### config.mk
export PLATFORM = sky130hd
export DESIGN_NAME = writeback_stage
export DESIGN_NICKNAME = d
export VERILOG_FILES = /design/src/rtl/writeback_stage.sv
export SDC_FILE = /design/constraint.sdc
export NUM_CORES = 1
export LEC_CHECK = 0
export ABC_AREA = 1
export CORE_MARGIN = 1
export CORE_UTILIZATION = 45
export DETAILED_ROUTE_END_ITERATION = 7
export DONT_BUFFER_PORTS = 1
export RECOVER_POWER = 100
export SYNTH_ARGS = -nofsm -noshare
export SYNTH_HDL_FRONTEND = slang
export SYNTH_SLANG_ARGS = --single-unit
### constraint.sdc
create_clock -name clk -period 2.1 [get_ports clk]
set_clock_uncertainty 0.1 [all_clocks]
set_input_delay 0.42 -clock clk [delete_from_list [all_inputs] [get_ports clk]]
set_output_delay 0.42 -clock clk [all_outputs]
set_load 0.005 [all_outputs]
### src/rtl/writeback_stage.sv
// MEM/WB pipeline register with write-back source select, register-file write port,
// processor halt state machine and retired-instruction counter.
module writeback_stage #(
   parameter int DATA_W = 16,
   parameter int CNT_W  = 16
) (
   input  logic              clk,
   input  logic              rst,
   input  logic              in_valid,
   output logic              in_ready,
   input  logic              stall,
   input  logic              flush,
   input  logic [31:0]       ctrl_in,
   input  logic [DATA_W-1:0] alu_res,
   input  logic [DATA_W-1:0] mem_rdata,
   input  logic [DATA_W-1:0] pc_plus2,
   input  logic [DATA_W-1:0] imm_ext,
   input  logic [DATA_W-1:0] slbi_res,
   input  logic              cond_bit,
   input  logic [DATA_W-1:0] btr_res,
   output logic [2:0]        wb_dst,
   output logic [DATA_W-1:0] wb_data,
   output logic              wb_en,
   output logic              halted,
   output logic              err,
   output logic [CNT_W-1:0]  retired
);

   typedef enum logic [1:0] {
      RUN     = 2'd0,
      HALTING = 2'd1,
      HALTED  = 2'd2
   } state_t;

   localparam logic [2:0] SEL_ALU  = 3'd0;
   localparam logic [2:0] SEL_MEM  = 3'd1;
   localparam logic [2:0] SEL_LINK = 3'd2;
   localparam logic [2:0] SEL_IMM  = 3'd3;
   localparam logic [2:0] SEL_SLBI = 3'd4;
   localparam logic [2:0] SEL_COND = 3'd5;
   localparam logic [2:0] SEL_BTR  = 3'd6;
   localparam logic [2:0] SEL_RSVD = 3'd7;

   state_t state, state_nxt;

   logic              accept;
   logic              halt_req;

   logic              vld_p1;
   logic              regwrite_p1;
   logic              halt_p1;
   logic [2:0]        dst_p1;
   logic [2:0]        sel_p1;
   logic [DATA_W-1:0] alu_p1;
   logic [DATA_W-1:0] mem_p1;
   logic [DATA_W-1:0] link_p1;
   logic [DATA_W-1:0] imm_p1;
   logic [DATA_W-1:0] slbi_p1;
   logic              cond_p1;
   logic [DATA_W-1:0] btr_p1;

   logic              unused_ctrl;
   assign unused_ctrl = ^{ctrl_in[31:11], ctrl_in[9:7]};

   function automatic logic [DATA_W-1:0] wb_select(
      input logic [2:0]        sel,
      input logic [DATA_W-1:0] alu_v,
      input logic [DATA_W-1:0] mem_v,
      input logic [DATA_W-1:0] link_v,
      input logic [DATA_W-1:0] imm_v,
      input logic [DATA_W-1:0] slbi_v,
      input logic              cond_v,
      input logic [DATA_W-1:0] btr_v
   );
      logic [DATA_W-1:0] res;
      res = '0;
      case (sel)
         SEL_ALU:  res = alu_v;
         SEL_MEM:  res = mem_v;
         SEL_LINK: res = link_v;
         SEL_IMM:  res = imm_v;
         SEL_SLBI: res = slbi_v;
         SEL_COND: res = {{(DATA_W-1){1'b0}}, cond_v};
         SEL_BTR:  res = btr_v;
         default:  res = '0;
      endcase
      return res;
   endfunction

   assign in_ready = !stall && (state == RUN);
   assign accept   = in_valid && in_ready;
   assign halt_req = accept && !flush && ctrl_in[10];

   // Stage p0 -> p1: MEM/WB register; a stall freezes everything including the counter
   always_ff @(posedge clk or negedge rst) begin
      if (!rst) begin
         vld_p1      <= 1'b0;
         regwrite_p1 <= 1'b0;
         halt_p1     <= 1'b0;
         dst_p1      <= '0;
         sel_p1      <= '0;
         alu_p1      <= '0;
         mem_p1      <= '0;
         link_p1     <= '0;
         imm_p1      <= '0;
         slbi_p1     <= '0;
         cond_p1     <= 1'b0;
         btr_p1      <= '0;
      end else if (!stall) begin
         if (accept) begin
            vld_p1      <= !flush;
            regwrite_p1 <= ctrl_in[6];
            halt_p1     <= ctrl_in[10];
            dst_p1      <= ctrl_in[2:0];
            sel_p1      <= ctrl_in[5:3];
            alu_p1      <= alu_res;
            mem_p1      <= mem_rdata;
            link_p1     <= pc_plus2;
            imm_p1      <= imm_ext;
            slbi_p1     <= slbi_res;
            cond_p1     <= cond_bit;
            btr_p1      <= btr_res;
         end else begin
            vld_p1      <= 1'b0;
         end
      end
   end

   // An instruction retires on the edge that moves it out of the p1 register
   always_ff @(posedge clk or negedge rst) begin
      if (!rst) begin
         retired <= '0;
      end else if (vld_p1 && !stall) begin
         retired <= retired + 1'b1;
      end
   end

   always_ff @(posedge clk or negedge rst) begin
      if (!rst) begin
         state <= RUN;
      end else begin
         state <= state_nxt;
      end
   end

   always_comb begin
      state_nxt = state;
      case (state)
         RUN: begin
            if (halt_req) state_nxt = HALTING;
         end
         HALTING: begin
            // p1 holds the halt instruction until the first unstalled edge retires it
            if (!stall && vld_p1 && halt_p1) state_nxt = HALTED;
         end
         HALTED:  state_nxt = HALTED;
         default: state_nxt = RUN;
      endcase
   end

   // Stage p1 outputs: driven only from the latched register
   assign wb_dst  = dst_p1;
   assign wb_data = wb_select(sel_p1, alu_p1, mem_p1, link_p1, imm_p1, slbi_p1, cond_p1, btr_p1);
   assign wb_en   = vld_p1 && regwrite_p1 && (sel_p1 != SEL_RSVD);
   assign err     = vld_p1 && regwrite_p1 && (sel_p1 == SEL_RSVD);
   assign halted  = (state == HALTED);

endmodule

==> metrics.txt <==
status finished with violations; failing checks hold timing, setup timing; combinational share of power 34.1%; number of global-route vias before repair approximately 4.8k; Power per Cell Area 1440 nW/um2; DR DRC count 0; Port Buffers 0; largest net degree at the start of global routing 125; CP Launch Point sel_p1[1]; nets 894; CP Launch Type register; vias slightly below 5k; die span in x ~120 um; syn avg cell area 7.94 um2; hold slack -0.393 ns; Syn Std Cell Area 5910 um2; clock sinks roughly 120; Layout area overhead 18.7%; Total GRT Usage around a quarter; Worst setup EP type output port; crit path kind reg2out; clock buffer depth 2; reg2reg path depth 9; core footprint 12700 um2; period utilisation layout 109%; final hold violation count about 120; Ys Warns 0; root buffer cell clkbuf_16; RSZ-0062 raised after global routing true; Max Slew Vio Count 0; Initial Util between 40% and 50%; synthesized net count between 800 and 900; row count 41; P_sw 0.00366 W; clk slew on worst S/H paths 0.05 ns; reg-to-reg slack, setup -0.02 ns; gpl congestion roughly 0.82; Post-Place Worst Slack 0.114 ns; Peak VDD IR 0.000683 V; Die H approximately 120 um; Worst Path Required roughly 1.6 ns; f_max between 0.4 and 0.5 GHz; Rel. slew slack 64.7%; Critical R2R Launch state[0]; Reg power frac 39.3%; DPL Wire Length ~10000 um; final worst path period need roughly 2.3 ns; Routed Antenna Nets 0; Overall Power between 0.01 and 0.015 W; Switching Share between 30 and 40%; DR WL/cell roughly 17 um; Ports about 170; post-route worst setup slack -0.179 ns; min-delay worst type in2async; # setup viols final 17; layout cells sized above 1 roughly 15%; worst-skew pair later-pin latency approximately 0.4 ns; worst slew pin tran around 0.53 ns; router iterations before antenna repair 4; cts hold-fix bufs 1; max-capacitance violation count 0; DIE AREA ~14000 um2; Num CTS Buffers 17; DR vias/cell roughly 5.2; final core occ a little under three fifths; cells after synthesis 745; initial antenna violation count 0; H-Tree Depth 4; GRT Residual Overflow 0; P_leak approximately 3.6 nW; CTS tree done; WP data arrival ~1.8 ns; setup TNS -2.18 ns; clock power share a little over a quarter; Seq cells post-synth around 120; register area share after synthesis between 50 and 60%; Int Power approximately 0.0064 W; Netlist cell types 27; first-pass GRT wire length 24600 um; wirelength, routed between 15000 and 20000 um; DRT iter0 DRCs roughly 380; Crit Path Max Fanout 8
==> worst max-delay path: stages (launching register included) <==
cell and delay (ns):
dfrtp_1 0.40, buf_6 0.16, nor3_4 0.28, clkbuf_16 0.23, nand2_2 0.06, nand2_4 0.08, nor2_2 0.05, nand2_1 0.08
==> routing by layer <==
metal | up-vias | GRT usage, % | part of all wire (%)
met5 | - | 0 | 0
met4 | 0 | 6.92 | 1.4
met3 | 14 | 7.42 | 7.2
met2 | 135 | 39.9 | 49
met1 | 2351 | 30.4 | 42
li1 | 2400 | - | -
==> cell families (layout without fill, tap and decap cells) <==
kind of cell    count (synthesis)  in the layout  share of synthesized area, %
compound gates                 65             65                          5.80
other cells                     0              1                             0
fa+ha+maj                       5              5                          1.06
simple gates                  442            442                          32.0
flops                         124            124                          52.5
xor+xnor                        8              8                          1.19
buf+inv                       101            124                          7.47
==> power groups by stage <==
stage / clock, W / combinational (W) / sequential, W
after global placement: 0 / 0.00274 / 0.00391
after floorplan: 0 / 0.00218 / 0.00379
after CTS: 0.00272 / 0.00321 / 0.00391
after global routing: 0.00284 / 0.00387 / 0.00407
final: 0.00268 / 0.00344 / 0.00396
after detailed placement: 0 / 0.00283 / 0.00394
==> synthesized netlist by cell type, drive strengths merged <==
library cell / n / area (um2)
a21oi: 36 / 180
nor4: 1 / 6.26
o22ai: 2 / 12.5
clkbuf: 20 / 75.1
nand2: 255 / 960
o22a: 4 / 35.0
nand3b: 1 / 7.51
nor3: 4 / 53.8
inv: 58 / 218
nand3: 90 / 450
ha: 5 / 62.6
nor2: 67 / 264
dfrtp: 124 / 3100
xor2: 2 / 17.5
and2: 1 / 6.26
buf: 23 / 149
nand4: 23 / 144
xnor2: 6 / 52.6
o21ai: 23 / 115
==> final timing paths <==
| kind | end |
|---|---|
| max in group asynchronous | sel_p1[0] |
| hold reg to reg | mem_p1[11] |
| setup / recovery | wb_data[1] |
| setup reg to reg | sel_p1[0] |
| min in group clk | vld_p1 |
| hold / removal | retired[15] |
==> cell type report <==
cell class | instances | area (um2)
Inverter | 58 | 220
Antenna cell | 1 | 2.50
Tap cell | 172 | 215
Clock buffer | 24 | 472
Timing Repair Buffer | 34 | 398
Multi-Input combinational cell | 520 | 2540
Sequential cell | 124 | 3100
Clock inverter | 8 | 67.6
Fill cell | 1240 | 5710
==> state kept, by name (all words and copies together) (netlist names), 2 cells and up <==
signal / flops
btr_p1: 16
slbi_p1: 16
imm_p1: 16
sel_p1: 3
alu_p1: 16
link_p1: 16
mem_p1: 16
state: 2
wb_dst: 3
retired: 16
==> repair_timing <==
item | 4_1_cts | 5_1_grt
setup endpoints to repair | 17 | 18
cloned | 2 | 3
pin swaps | 9 | 18
gates resized for setup | 30 | 44
hold endpoints to repair | 125 | 124
setup buffers | 9 | 3
==> cell usage in the layout (no fill, tap or decap), types with 2 or more instances in the layout <==
cell type and count:
nand2_2 24, clkbuf_8 2, xor2_1 2, nand3_2 3, nand3_1 86, nor2_1 62
clkinv_2 6, o22a_1 4, o21ai_0 5, o21ai_1 12, buf_12 4, nand4_1 23
nand2_1 225, dfrtp_1 123, ha_1 5, a21oi_1 36, xnor2_1 6, inv_2 2
inv_1 55, clkbuf_16 19, nand2_4 6, buf_6 9, clkbuf_1 6, o21ai_2 6
nor2_2 4, nor3_4 3, buf_4 16
==> per-stage QoR <==
step	cells	cell area (um2)
final	941	7020
after global routing	940	7010
after CTS	935	6850
after detailed placement	891	6090
after global placement	891	6090
after floorplan	745	5910
Note: power is estimated with default switching activity, not from simulation.
